==> config.mk <==
export PLATFORM = sky130hd
export DESIGN_NAME = projection_sequencer
export DESIGN_NICKNAME = d
export VERILOG_FILES = /design/src/rtl/projection_sequencer.sv
export SDC_FILE = /design/constraint.sdc
export NUM_CORES = 1
export LEC_CHECK = 0
export ABC_AREA = 1
export BUFFER_PORTS_ARGS = -buffer_cell sky130_fd_sc_hd__buf_2
export CELL_PAD_IN_SITES_DETAIL_PLACEMENT = 1
export CELL_PAD_IN_SITES_GLOBAL_PLACEMENT = 1
export CORE_MARGIN = 8
export CORE_UTILIZATION = 43
export CTS_CLUSTER_SIZE = 30
export DETAILED_ROUTE_END_ITERATION = 6
export PLACE_DENSITY = 0.94
export SETUP_SLACK_MARGIN = 0.5
export SYNTH_ARGS = -nofsm -noshare
export SYNTH_HDL_FRONTEND = slang
export SYNTH_SLANG_ARGS = --single-unit
==> constraint.sdc <==
create_clock -name clk -period 1.8 [get_ports clk]
set_input_delay 0.36 -clock clk [delete_from_list [all_inputs] [get_ports clk]]
set_output_delay 0.36 -clock clk [all_outputs]
set_load 0.02 [all_outputs]
==> src/rtl/projection_sequencer.sv <==
// Purpose: sequences one BX of tracklets into the projection pipeline and writes results to projection memory.
// Latency: reads at cycles 1..n after start; writes follow PIPE_LAT cycles later; done one cycle after the last write.
// Backpressure: none downstream. With PROJ_STALL_EN defined, the stall input pauses issue while in-flight items drain.
module projection_sequencer #(
  parameter int NUM_TKL  = 63,
  parameter int PIPE_LAT = 6,
  parameter int ADDR_W   = 9
) (
  input  logic              clk,
  input  logic              reset,
  input  logic              start,
  input  logic [2:0]        bx,
  input  logic [6:0]        n_tracklet,
`ifdef PROJ_STALL_EN
  input  logic              stall,
`endif
  output logic [ADDR_W-1:0] read_tracklet,
  output logic              rd_valid,
  output logic [ADDR_W-1:0] write_projection,
  output logic              wr_en,
  output logic [6:0]        n_projection,
  output logic              busy,
  output logic              done,
  output logic              start_err
);

  localparam int IDX_W = ADDR_W - 3;

  typedef enum logic [1:0] {
    IDLE  = 2'd0,
    ISSUE = 2'd1,
    DRAIN = 2'd2
  } state_t;

  state_t              state;
  state_t              state_nxt;

  logic [2:0]          bx_l;
  logic [IDX_W-1:0]    idx;
  logic [IDX_W-1:0]    widx;
  logic [IDX_W-1:0]    last_idx;
  logic [PIPE_LAT-1:0] vld_sr;
  logic [ADDR_W-1:0]   rd_hold;
  logic [ADDR_W-1:0]   wr_hold;
  logic [6:0]          cnt_req;
  logic                start_ok;
  logic                issue_stall;

`ifdef PROJ_STALL_EN
  assign issue_stall = stall;
`else
  assign issue_stall = 1'b0;
`endif

  // Requested count clamped to the per-BX maximum.
  assign cnt_req  = (n_tracklet > 7'(NUM_TKL)) ? 7'(NUM_TKL) : n_tracklet;
  assign start_ok = start && (state == IDLE);

  // Addresses are live while issuing/writing and hold their last value otherwise.
  assign read_tracklet    = rd_valid ? {bx_l, idx} : rd_hold;
  assign wr_en            = vld_sr[PIPE_LAT-1];
  assign write_projection = wr_en ? {bx_l, widx} : wr_hold;

  // State register.
  always_ff @(posedge clk) begin
    if (reset) begin
      state <= IDLE;
    end else begin
      state <= state_nxt;
    end
  end

  // Next-state decode plus issue, busy and done strobes.
  always_comb begin
    state_nxt = state;
    rd_valid  = 1'b0;
    done      = 1'b0;
    busy      = (state != IDLE);
    case (state)
      IDLE: begin
        if (start) begin
          state_nxt = (cnt_req != 7'd0) ? ISSUE : DRAIN;
        end
      end
      ISSUE: begin
        if (!issue_stall) begin
          rd_valid = 1'b1;
          if (idx == last_idx) begin
            state_nxt = DRAIN;
          end
        end
      end
      DRAIN: begin
        // Empty shift register means the final write happened last cycle.
        if (vld_sr == '0) begin
          done      = 1'b1;
          state_nxt = IDLE;
        end
      end
      default: begin
        state_nxt = IDLE;
      end
    endcase
  end

  // Valid pipeline, index counters, address holds, projection count and error flag.
  always_ff @(posedge clk) begin
    if (reset) begin
      vld_sr       <= '0;
      bx_l         <= '0;
      idx          <= '0;
      widx         <= '0;
      last_idx     <= '0;
      rd_hold      <= '0;
      wr_hold      <= '0;
      n_projection <= '0;
      start_err    <= 1'b0;
    end else begin
      // Keeps advancing during stalls so in-flight items still complete.
      vld_sr <= (vld_sr << 1) | PIPE_LAT'(rd_valid);

      if (start && busy) begin
        start_err <= 1'b1;
      end

      if (start_ok) begin
        bx_l         <= bx;
        idx          <= '0;
        widx         <= '0;
        last_idx     <= IDX_W'(cnt_req - 7'd1);
        n_projection <= '0;
      end else begin
        if (rd_valid) begin
          idx     <= idx + 1'b1;
          rd_hold <= read_tracklet;
        end
        if (wr_en) begin
          widx         <= widx + 1'b1;
          wr_hold      <= write_projection;
          n_projection <= n_projection + 7'd1;
        end
      end
    end
  end

endmodule

==> metrics.csv, run 1 <==
metric,value,unit
largest net degree at the start of global routing,19,
last stage reached,5_1_grt,
largest cells by area after synthesis,"dfxtp_1, nand2_1, inv_1",
Synth Area per Inst,7.20,µm²
# port buffers,42,
Clock Path Buffers,2,
GRT repair_timing worst endpoint,read_tracklet[7],
post-synth top area share,0.433,
Halt Reason,[ERROR DPL-0033] detailed placement checks failed during check placement.,
die width,92.9,µm
Yosys Warn Count,0,
Cell Rows,28,
synthesized flop and latch total,55,
initial antenna violation count,0,
Initial Utilization,0.437,
Clock Sinks,55,
outcome,did not finish,
Root Driver,clkbuf_8,
Mapped Nets,371,
CTS buffer count,5,
sequential area share after synthesis,0.433,
H-tree levels,2,
Ports,43,
area of the mapped netlist,2540,µm²
Worst endpoint type,primary output,
Netlist cell types,28,
hpwl dp,5350,µm
post-synth top area cell,dfxtp_1,
die height,92.9,µm
final RePlAce weighted congestion,0.830,
Synth Instances,353,
kinds of logic after synthesis:
family	Yosys count	share of synthesized area
buffers and inverters	76	0.122
AND/OR/NAND/NOR	148	0.275
adder cells (fa/ha/maj)	5	0.0246
XOR/XNOR	1	0.00345
AO/OA/AOI/OAI	68	0.141
flip-flops	55	0.433
timing repair:
action	in CTS
gates cloned	2
hold buffers	0
setup buffers	21
setup endpoints to repair	52
pin swaps	5
gates resized for setup	87
through the flow:
| stage | util | hold WS (ns) | setup slack [ns] | cell area (µm²) | std cells |
|---|---|---|---|---|---|
| CTS | 0.608 | 0.247 | 0.0377 | 3540 | 493 |
| floorplan | - | 0.393 | 0.483 | 2690 | 353 |
| detailed placement | 0.505 | 0.421 | 0.177 | 2940 | 462 |
| global placement | 0.505 | 0.402 | 0.329 | 2940 | 462 |
Yosys cell counts, drive strengths merged:
library cell,n
a211oi,1
a21oi,24
buf,11
dfxtp,55
ha,5
inv,65
nand2,67
nand3,10
nand4,2
nor2,49
nor3,9
nor3b,2
nor4,1
o211ai,1
o21ai,31
o22ai,11
or2,8
xor2,1
==> inputs of run 2 (changes only) <==
- CELL_PAD_IN_SITES_DETAIL_PLACEMENT: 1 -> not set
- CELL_PAD_IN_SITES_GLOBAL_PLACEMENT: 1 -> not set
- CORE_UTILIZATION: 43 -> 36
- CTS_CLUSTER_SIZE: 30 -> not set
- PLACE_DENSITY: 0.94 -> not set
- PLACE_DENSITY_LB_ADDON: not set -> 0.15
- SETUP_SLACK_MARGIN: 0.5 -> not set
==> metrics.csv, run 2 <==
metric,value,unit
outcome,"finished, final reports clean",
CP Data Required Time,1.44,ns
Initial Utilization,0.372,
final RePlAce weighted congestion,0.747,
Core ar.,6830,µm²
Cell Rows,30,
post-layout min period,1.74,ns
post-synth top area cell,dfxtp_1,
Via Count,2260,
Clock Path Buffers,2,
"Core Util, Final",0.460,
H-tree levels,2,
register area,1110,µm²
Iter 0 DRT Violations,84,
Ports,43,
CTS buffer count,5,
post-synth top area share,0.433,
Final Slew Violations,0,
first-pass GRT wire length,10300,µm
diode count,0,
Worst Max-Slew Pin Slew,0.520,ns
"Top FF cell, synth",dfxtp_1,
GRT Util Overall,0.125,
count of final setup violators,0,
Non-Filler Instances,500,
Async SR Flop Fraction,0,
Root Driver,clkbuf_8,
Min-Delay Path Class,input pin to register,
grt ovf,0,
hpwl dp,4270,µm
Fin. Hold Viols,0,
TritonCTS clock tree,built,
Post-Route WL,5920,µm
initial antenna violation count,0,
# port buffers,42,
Worst EP arrival,1.38,ns
Routed Antenna Nets,0,
Worst Setup End Kind,primary output,
Synth Area per Inst,7.20,µm²
worst hold slack,0.263,ns
max capacitance violation total,0,
critical path class,register to primary output,
most frequent cells in the layout,"nand2_1, inv_1, dfxtp_1",
Leak,1.48,nW
worst-path fanout max,9,
Peak Freq,0.575,GHz
Vias per Instance,4.52,
Post-DP Area,2860,µm²
die area,10000,µm²
drt drc,0,
fraction of layout cells with a size suffix above 1,0.252,
DR WL/cell,11.8,µm
Pwr Density,1370,nW/µm²
final period utilization,0.966,
area of the mapped netlist,2540,µm²
Area Overhead vs Synth,23.7,%
"Reg clk slew, reported paths",0.10,ns
clk_skew,0.00356,ns
startpoint types,register,
# hold bufs at CTS,0,
synth cell count leaders,"nand2_1, inv_1, dfxtp_1",
Multi-input gate area,1180,µm²
most common cell in the netlist,nand2_1,
largest net degree at the start of global routing,23,
Netlist cell types,28,
Yosys Warn Count,0,
"Design Area, Final",3140,µm²
Skew-Pair Late Insertion Delay,0.31,ns
unrepaired setup endpoints after global routing,true,
vias in the first global route,2253,
Mapped Nets,371,
synthesized flop and latch total,55,
Filler Cell Count,740,
relative slew slack,0.653,
"commonest non-fill, non-tap cell in the layout",nand2_1,
Clock Sinks,55,
die height,100,µm
Post-synth EDFFs,0,
drt first pass iters,5,
sequential area share after synthesis,0.433,
Synth Instances,353,
die width,100,µm
Peak VDD IR,0.380,mV
Largest regs,"rd_hold (9), wr_hold (9), n_projection (7)",
largest cells by area after synthesis,"dfxtp_1, nand2_1, inv_1",
Layout Nets,421,
placed cells,485,
Design Power,4.31,mW
==> run 2: final cells by class <==
cell class	instances	share of cell area
Clock buffer	6	0.0263
Clock inverter	2	0.0111
Inverter	65	0.0796
Multi-Input combinational cell	222	0.375
Sequential cell	55	0.352
Tap cell	96	0.0382
Timing Repair Buffer	54	0.117
==> run 2: path summary, 6_finish.rpt <==
check	from	depth (start not counted)	slack, ns	end
hold / removal	bx[1]	3	0.26	bx_l[1]
setup reg to reg	state[0]	6	0.24	last_idx[2]
setup / recovery	state[0]	7	0.06	read_tracklet[1]
hold reg to reg	vld_sr[4]	2	0.42	vld_sr[5]
==> run 2: worst max-delay path, stage by stage, from the launching register on <==
cell,delay (ns)
dfxtp_2,0.35
inv_2,0.05
nor2_4,0.17
buf_6,0.16
or2_4,0.12
o21ai_2,0.05
inv_1,0.07
buf_6,0.11
==> run 2: per-layer routing <==
layer / GRT usage / wire (µm)
met1: 0.160 / 2980
met5: 0 / 0
met2: 0.201 / 2640
met3: 0.0304 / 252
met4: 0.0349 / 38
==> run 2: cells by family (layout without fill, tap and decap cells) <==
family	after synthesis	after routing	share of synthesized area
simple gates	148	148	0.275
compound gates	68	68	0.141
buf+inv	76	127	0.122
flops	55	55	0.433
xor+xnor	1	1	0.00345
fa+ha+maj	5	5	0.0246
==> run 2: timing repair <==
item,4_1_cts,5_1_grt
resized for setup,23,23
setup buffers,3,4
pin swaps,1,0
setup endpoints to repair,9,14
==> run 2: power by group <==
group          internal [mW]  switching [mW]
combinational          0.885            1.07
clock                  0.451           0.401
sequential              1.41           0.102
total                   2.74            1.57
==> run 2: per-stage QoR <==
stage / setup slack [ns] / setup TNS [ns]
detailed placement: 0.0534 / 0
finish: 0.0616 / 0
global route: -0.0199 / -0.0674
floorplan: -0.0482 / -0.145
CTS: 0.0147 / 0
global placement: 0.112 / 0
(Power assumes the default switching activity.)
